$ cat src/rtl/ext_accel_pwr_intr_ctrl.sv
// Per-channel power-gate sequencer and edge-latched interrupt controller
// for external accelerator domains.
module ext_accel_pwr_intr_ctrl #(
  parameter int unsigned NCH         = 4,
  parameter int unsigned NEXT_INT    = 64,
  parameter int unsigned ACK_TIMEOUT = 255,
  parameter int unsigned RST_DELAY   = 4
) (
  input  logic                clk_i,
  input  logic                rst_i,
  input  logic [NCH-1:0]      accel_intr_i,
  input  logic [NCH-1:0]      intr_mask_i,
  input  logic [NCH-1:0]      intr_clear_i,
  output logic [NCH-1:0]      intr_pending_o,
  output logic [NEXT_INT-1:0] intr_vector_ext_o,
  input  logic [NCH-1:0]      pwr_req_i,
  output logic [NCH-1:0]      pwr_switch_o,
  input  logic [NCH-1:0]      pwr_switch_ack_i,
  output logic [NCH-1:0]      pwr_iso_o,
  output logic [NCH-1:0]      accel_rst_no,
  output logic [NCH-1:0]      accel_clk_en_o,
  output logic [NCH-1:0]      pwr_err_o,
  output logic [3*NCH-1:0]    pwr_state_o
);

  localparam logic [2:0] S_OFF     = 3'd0;
  localparam logic [2:0] S_PWR_UP  = 3'd1;
  localparam logic [2:0] S_ISO_REL = 3'd2;
  localparam logic [2:0] S_ON      = 3'd3;
  localparam logic [2:0] S_CLK_OFF = 3'd4;
  localparam logic [2:0] S_ISO_ON  = 3'd5;
  localparam logic [2:0] S_PWR_DN  = 3'd6;

  localparam int unsigned CMAX =
    (ACK_TIMEOUT > RST_DELAY) ? ACK_TIMEOUT : RST_DELAY;
  localparam int unsigned CW = $clog2(CMAX + 1);
  localparam logic [CW-1:0] ACK_LAST = CW'(ACK_TIMEOUT - 1);
  localparam logic [CW-1:0] RST_LAST = CW'(RST_DELAY - 1);

  logic [NCH-1:0][2:0]    state_q, state_d;
  logic [NCH-1:0][CW-1:0] cnt_q, cnt_d;
  logic [NCH-1:0]         err_q, err_d;
  logic [NCH-1:0]         pend_q, pend_d;
  logic [NCH-1:0]         irq_s_q, irq_p_q;
  logic [NCH-1:0]         irq_rise;

  assign irq_rise = irq_s_q & ~irq_p_q;

  always_comb begin
    state_d = state_q;
    cnt_d   = cnt_q;
    err_d   = err_q;
    pend_d  = pend_q;
    for (int i = 0; i < NCH; i++) begin
      case (state_q[i])
        S_OFF: begin
          if (!pwr_req_i[i]) begin
            err_d[i] = 1'b0;
          end else if (!err_q[i]) begin
            state_d[i] = S_PWR_UP;
            cnt_d[i]   = '0;
          end
        end
        S_PWR_UP: begin
          if (pwr_switch_ack_i[i]) begin
            state_d[i] = S_ISO_REL;
            cnt_d[i]   = '0;
          end else if (!pwr_req_i[i]) begin
            state_d[i] = S_PWR_DN;
            cnt_d[i]   = '0;
          end else if (cnt_q[i] == ACK_LAST) begin
            state_d[i] = S_OFF;
            err_d[i]   = 1'b1;
          end else begin
            cnt_d[i] = cnt_q[i] + CW'(1);
          end
        end
        S_ISO_REL: begin
          if (!pwr_req_i[i]) begin
            state_d[i] = S_ISO_ON;
          end else if (cnt_q[i] == RST_LAST) begin
            state_d[i] = S_ON;
          end else begin
            cnt_d[i] = cnt_q[i] + CW'(1);
          end
        end
        S_ON: begin
          if (!pwr_req_i[i]) state_d[i] = S_CLK_OFF;
        end
        S_CLK_OFF: state_d[i] = S_ISO_ON;
        S_ISO_ON: begin
          state_d[i] = S_PWR_DN;
          cnt_d[i]   = '0;
        end
        S_PWR_DN: begin
          if (!pwr_switch_ack_i[i]) begin
            state_d[i] = S_OFF;
          end else if (cnt_q[i] == ACK_LAST) begin
            state_d[i] = S_OFF;
            err_d[i]   = 1'b1;
          end else begin
            cnt_d[i] = cnt_q[i] + CW'(1);
          end
        end
        default: state_d[i] = S_OFF;
      endcase
      // Set beats clear; a channel dropping to OFF loses its pending bit.
      if (state_d[i] == S_OFF) begin
        pend_d[i] = 1'b0;
      end else if (irq_rise[i] && state_q[i] == S_ON) begin
        pend_d[i] = 1'b1;
      end else if (intr_clear_i[i]) begin
        pend_d[i] = 1'b0;
      end
    end
  end

  always_ff @(posedge clk_i or posedge rst_i) begin
    if (rst_i) begin
      state_q <= '0;
      cnt_q   <= '0;
      err_q   <= '0;
      pend_q  <= '0;
      irq_s_q <= '0;
      irq_p_q <= '0;
    end else begin
      state_q <= state_d;
      cnt_q   <= cnt_d;
      err_q   <= err_d;
      pend_q  <= pend_d;
      irq_s_q <= accel_intr_i;
      irq_p_q <= irq_s_q;
    end
  end

  always_comb begin
    pwr_switch_o   = '0;
    pwr_iso_o      = '1;
    accel_rst_no   = '0;
    accel_clk_en_o = '0;
    for (int i = 0; i < NCH; i++) begin
      case (state_q[i])
        S_PWR_UP,
        S_ISO_ON: begin
          pwr_switch_o[i] = 1'b1;
        end
        S_ISO_REL: begin
          pwr_switch_o[i] = 1'b1;
          pwr_iso_o[i]    = 1'b0;
        end
        S_ON: begin
          pwr_switch_o[i]   = 1'b1;
          pwr_iso_o[i]      = 1'b0;
          accel_rst_no[i]   = 1'b1;
          accel_clk_en_o[i] = 1'b1;
        end
        S_CLK_OFF: begin
          pwr_switch_o[i] = 1'b1;
          pwr_iso_o[i]    = 1'b0;
          accel_rst_no[i] = 1'b1;
        end
        default: ;
      endcase
    end
  end

  always_comb begin
    intr_vector_ext_o          = '0;
    intr_vector_ext_o[NCH-1:0] = pend_q & intr_mask_i;
  end

  assign intr_pending_o = pend_q;
  assign pwr_err_o      = err_q;
  assign pwr_state_o    = state_q;

endmodule

$ cat config.mk
export PLATFORM = sky130hd
export DESIGN_NAME = ext_accel_pwr_intr_ctrl
export DESIGN_NICKNAME = d
export VERILOG_FILES = /design/src/rtl/ext_accel_pwr_intr_ctrl.sv
export SDC_FILE = /design/constraint.sdc
export NUM_CORES = 1
export LEC_CHECK = 0
export ABC_AREA = 0
export BUFFER_PORTS_ARGS = -buffer_cell sky130_fd_sc_hd__buf_4
export CAP_MARGIN = 30
export CORE_MARGIN = 1
export CORE_UTILIZATION = 55
export CTS_CLUSTER_SIZE = 14
export DETAILED_ROUTE_END_ITERATION = 12
export GPL_ROUTABILITY_DRIVEN = 0
export PLACE_DENSITY = 0.86
export REMOVE_ABC_BUFFERS = 1
export SLEW_MARGIN = 25
export SYNTH_ARGS = -nofsm -noshare
export SYNTH_HDL_FRONTEND = slang
export SYNTH_SLANG_ARGS = --single-unit
$ cat constraint.sdc
create_clock -name clk_i -period 2.45 [get_ports clk_i]
set_clock_uncertainty 0.2 [all_clocks]
set_input_delay 0.49 -clock clk_i [delete_from_list [all_inputs] [get_ports clk_i]]
set_output_delay 0.49 -clock clk_i [all_outputs]
set_load 0.01 [all_outputs]
# Word level (Yosys, flattened, before mapping)
# Index checks and enable logic that the tools add are counted.
# classes
addsub	4
mux	128
eq_ne	64
n_bitwise	3
n_reduce_logical	44
# ops
op	count
2-to-1 mux 8 bit	32
case mux 8 bit (5 select lines)	4
2-to-1 mux 3 bit	36
case mux 3 bit (7 select lines)	4
inequality test 2 bit (second input constant)	32
2-to-1 mux 1 bit	48
equality test 3 bit (second input constant)	12
adder 8 x 1 -> 8 bit (second input constant)	4
equality test 8 x 2 -> 1 bit (second input constant)	4
equality test 8 bit (second input constant)	4
equality test 3 x 2 -> 1 bit (second input constant)	8
zero test 3 bit	8
AND reduction 6 bit	4
nonzero test 3 bit	8
AND reduction 5 bit	4
nonzero test 5 bit	4
OR reduction 5 bit	4
equality test 3 x 1 -> 1 bit (second input constant)	4
case mux 1 bit (3 select lines)	4
OR reduction 3 bit	4
bitwise AND 4 bit	2
OR reduction 2 bit	4
logical AND 1 bit	4
inverter 4 bit	1
# totals
regBits	60
out_inout_bits	100
elab_cells	261
in_bits	22

# Depth between registers and ports, before layout
# depth
word_depth	7
ltp_mapped	7
ltp_nobuf	6

# Least setup slack after synthesis
# OpenSTA, ideal clock, no wires.
# synth_path
path_type	register -> output
startpoint	register state_q, in the netlist pwr_state_o[0]
endpoint	output pwr_iso_o[0]
t_required_ns	1.760
arrival_time_ns	1.393
setup_slack_ns	0.367
path_stages_with_launch	6
n_path_buf	2
cell_sequence	dfrtp_1 -> clkbuf_1 -> clkbuf_1 -> nand2_1 -> o22ai_1 -> nor2_1
# synth_between
elab_chain_len	3
elab_cells_between_ends	5
cone_classes	eq/ne: 3; mux: 1; reduce/logical: 1
# synth_rtl
element	line	rtl
start, declared	40	logic [NCH-1:0][2:0] state_q, state_d;
start signal, assigned	127	state_q <= state_d;
equality test 3 x 2 -> 1 bit / equality test 3 bit (equally long branches)	142	case (state_q[i])
OR reduction 3 bit (no source line) *	--	
2-to-1 mux 1 bit *	142	
end, declared	19	output logic [NCH-1:0] pwr_iso_o,
# Every way passes the cells marked *; elsewhere a longest branch is shown, timed or not.

# Worst setup path in the final report
# layout_path
startpoint	register state_q, in the netlist pwr_state_o[2]
endpoint	output pwr_switch_o[0]
# layout_between
elab_chain_len	3
elab_cells_between_ends	7
cone_classes	eq/ne: 5; mux: 1; reduce/logical: 1
# layout_rtl
element	line	rtl
equality test 3 x 2 -> 1 bit, or another cell as far along	142	
OR reduction 5 bit (no source line) *	--	
2-to-1 mux 1 bit *	142	
end, declared	17	output logic [NCH-1:0] pwr_switch_o,
# Marked as above.

==> impl_metrics.yaml <==
setup_path:
  endpoint_kind: "primary output"
  rrSetupSlack_ns: 0.21
  crit_path_cell_trace: "or2_2 > o21a_1 > buf_4"
  cp-start-kind: "flip-flop"
  critPathMaxFanout: 18
  reg2reg_depth: 4
  max_stage_delay_ns: 0.58
  critPathArrivalTime_ns: 1.70
  r2r-end: "cnt_q[5]"
  r2r_start: "pwr_state_o[1]"
  worst_ep_required_time_ns: 1.76
  crit_slowest_cell: "dfrtp_1"
  critical_path_class: "reg2out"
place:
  port_buffers: 61
  dp_hpwl_mm: 8.39
  pre_cts_ws_ns: 0.221
  place_area_mm2: 0.00523
die:
  io_pins: 122
  start_util_pct: 56.3
  core_area_mm2: 0.00868
  die_x_um: 96.3
  rows: 34
  die_y_um: 96.3
  die_area_mm2: 0.00927
drt:
  drtIter0Drc: 236
  num_vias: 4674
  wire_per_inst_um: 15.1
  ant_nets: 0
  via_per_inst: 6.18
  drc_errors: 0
  firstDrtPassIters: 5
  drt_wl_total_mm: 11.4
clock_network:
  cts.clk_slew.worst_paths_ns: 0.07
  numClockSinks: 60
  cts_root_buf: "clkbuf_8"
  clk_latency_ns: 0.35
  cts.htree.levels: 3
  cts_buffers: 9
  clockBufferDepth: 2
  cts_tree: "yes"
job:
  drv_cap: 0
sta:
  worst_slew_pin_slew_ns: 0.596
  slew_headroom_pct: 60.3
  fmax_mhz: 419
  finalCritPeriodShare_pct: 97.5
  slew_viol_final: 0
  finalSetupViolations: 0
  rsz0062_at_grt: "false"
  holdWs_ns: 0.0400
  layout_min_cycle_time_ns: 2.39
  setup_tns_ns: 0
  hold_viol_final: 0
  setup_ws_ns: 0.0606
pwr:
  total_power_mw: 5.33
  seqPwrFrac_pct: 30.4
  p_sw_mw: 2.44
  peakVddDrop_mv: 0.591
  clkPwrFrac_pct: 17.2
  pwr-share-comb_pct: 52.4
  intPower_mw: 2.89
  p_leak_nw: 2.37
  switching_share_pct: 45.8
  power_density_mw_per_mm2: 976
worst_hold_path:
  hp-class: "in2reg"
  min_to: "irq_s_q[2]"
  worstHoldStart: "accel_intr_i[2]"
  hold_depth: 1
global_route:
  grt_pass1_wl_mm: 18.2
  grt_pass1_vias: 3906
  grt.total_usage_pct: 25.1
  antenna_found_initial: 0
  grt_max_degree: 24
  gr-total-overflow: 0
logic_synthesis:
  synth_top_family_by_area: "compound AO/OA/AOI/OAI gates"
  avgSynthCellArea_um2: 8.33
  synth-simple-area-share_pct: 24.5
  syn_area_mm2: 0.00489
  synthArstFlopShare_pct: 100
  synth_compound_area_share_pct: 26.8
  syn_inst: 587
  yosysUniqueCellTypes: 77
  synth.ff_latch_count: 60
  synth_xor_xnor_area_share_pct: 0.537
  synth-main-ff-cell: "dfrtp_1"
  synth_edf_count: 0
  yosysWarnings: 0
  yosysSeqAreaShare_pct: 30.7
  synthAdderAreaFrac_pct: 2.05
  muxShareOfSynthArea_pct: 1.28
cells_and_area:
  antennaDiodeCount: 0
  drive_gt1_share_pct: 17.9
  nNetsFinal: 673
  area.growth.synth_to_final_pct: 11.7
  postLayoutCellArea_mm2: 0.00546
status:
  status: "finished, final reports clean"
[stage by stage]
stage               utilization (%)  cells
floorplan                         -    558
global placement               60.2    739
detailed placement             60.2    739
CTS                            62.7    756
global route                   62.9    756
finish                         62.9    756
[how the worst max path moves through the flow]
stage,startpoint,to,slack (ns),cells past startpoint
2_1_floorplan,rst_i,cnt_q[0],0.28,1
3_3_place_gp,pwr_state_o[1],cnt_q[6],0.33,4
3_5_place_dp,cnt_q[9],cnt_q[12],0.22,5
4_1_cts,pwr_state_o[7],pwr_iso_o[2],0.03,5
5_1_grt,pwr_state_o[2],pwr_switch_o[0],0.0003,3
6_report,pwr_state_o[2],pwr_switch_o[0],0.06,3
[final cells by class]
class,instances,area [um2]
repair buffers,74,571
flip-flops and latches,60,1510
multi-input cells,469,2940
fillers,725,3220
well taps,108,135
clock inverters,6,63.8
inverters,29,109
clock buffers,10,138
[cells in the final DEF, fill, tap and decap left out, types with 6 or more instances in the layout]
| cell | synthesis | routed |
|---|---|---|
| a211oi_1 | 7 | 7 |
| a21oi_1 | 34 | 34 |
| a31oi_1 | 16 | 16 |
| a32oi_1 | 6 | 6 |
| and2_1 | 7 | 7 |
| and3_1 | 10 | 10 |
| and4_1 | 6 | 6 |
| buf_4 | 60 | 72 |
| clkbuf_8 | 0 | 10 |
| conb_1 | 1 | 60 |
| dfrtp_1 | 60 | 57 |
| ha_1 | 8 | 8 |
| inv_1 | 29 | 28 |
| nand2_1 | 40 | 40 |
| nand2b_1 | 15 | 15 |
| nand3_1 | 17 | 17 |
| nand4_1 | 11 | 11 |
| nor2_1 | 30 | 30 |
| nor2b_1 | 15 | 14 |
| nor3_1 | 16 | 16 |
| o211ai_1 | 14 | 14 |
| o21ai_0 | 30 | 30 |
| o22ai_1 | 8 | 8 |
| o2bb2ai_1 | 7 | 7 |
[worst max-delay path: cells and delay by family, from the launching register on]
| family | cells | cell delay (ns) |
|---|---|---|
| simple gates | 1 | 0.45 |
| compound gates | 1 | 0.19 |
| flops | 1 | 0.58 |
| buf+inv | 1 | 0.14 |
[power by group through the flow]
stage	Sequential [mW]	Combinational (mW)	Clock, mW
after floorplan	1.60	1.73	0
after global placement	1.59	2.68	0
after detailed placement	1.61	2.76	0
after CTS	1.60	2.77	0.929
after global routing	1.67	3.08	0.966
final	1.62	2.79	0.915
[metal layers]
layer	global-route usage (%)	wire length, um	part of all wire (%)	vias to the layer above
met5	0	0	0	-
met4	11.2	276	2.4	0
met3	3.55	880	7.7	32
met2	40.0	5510	48	249
met1	33.9	4730	42	2211
li1	-	-	-	2182
[cells by family after synthesis]
group,Yosys count
AO/OA/AOI/OAI,182
buffers and inverters,117
AND/OR/NAND/NOR,210
flip-flops,60
adder cells (fa/ha/maj),8
other,1
XOR/XNOR,3
multiplexers,6
[sequential cells by signal (all words and copies together) (netlist names)]
register,count
cnt_q,32
irq_s_q,4
intr_pending_o,4
pwr_err_o,4
pwr_state_o,12
irq_p_q,4
[synthesized netlist by cell type (all sizes together), types with 7 or more instances]
library cell	count	area, um2
clkbuf	9	33.8
nand3	18	95.1
and3	10	62.6
a31oi	16	100
nor3b	7	52.6
o2bb2ai	7	61.3
and2	8	50.1
ha	8	100
nand2	40	150
a211oi	7	52.6
inv	29	109
buf	79	544
o22ai	9	62.6
nand4	11	68.8
nor2b	15	93.8
dfrtp	60	1500
nor2	31	119
o211ai	14	105
o21ai	32	164
nand2b	15	93.8
nor3	16	80.1
a21oi	34	170
[repair_timing]
item | in CTS | in global routing
hold endpoints to repair | 18 | 0
endpoints found under the setup margin | 2 | 5
resized for setup | 1 | 6
hold buffers | 1 | 0
setup buffers | 0 | 0
Power figures use the tool's default switching activity.
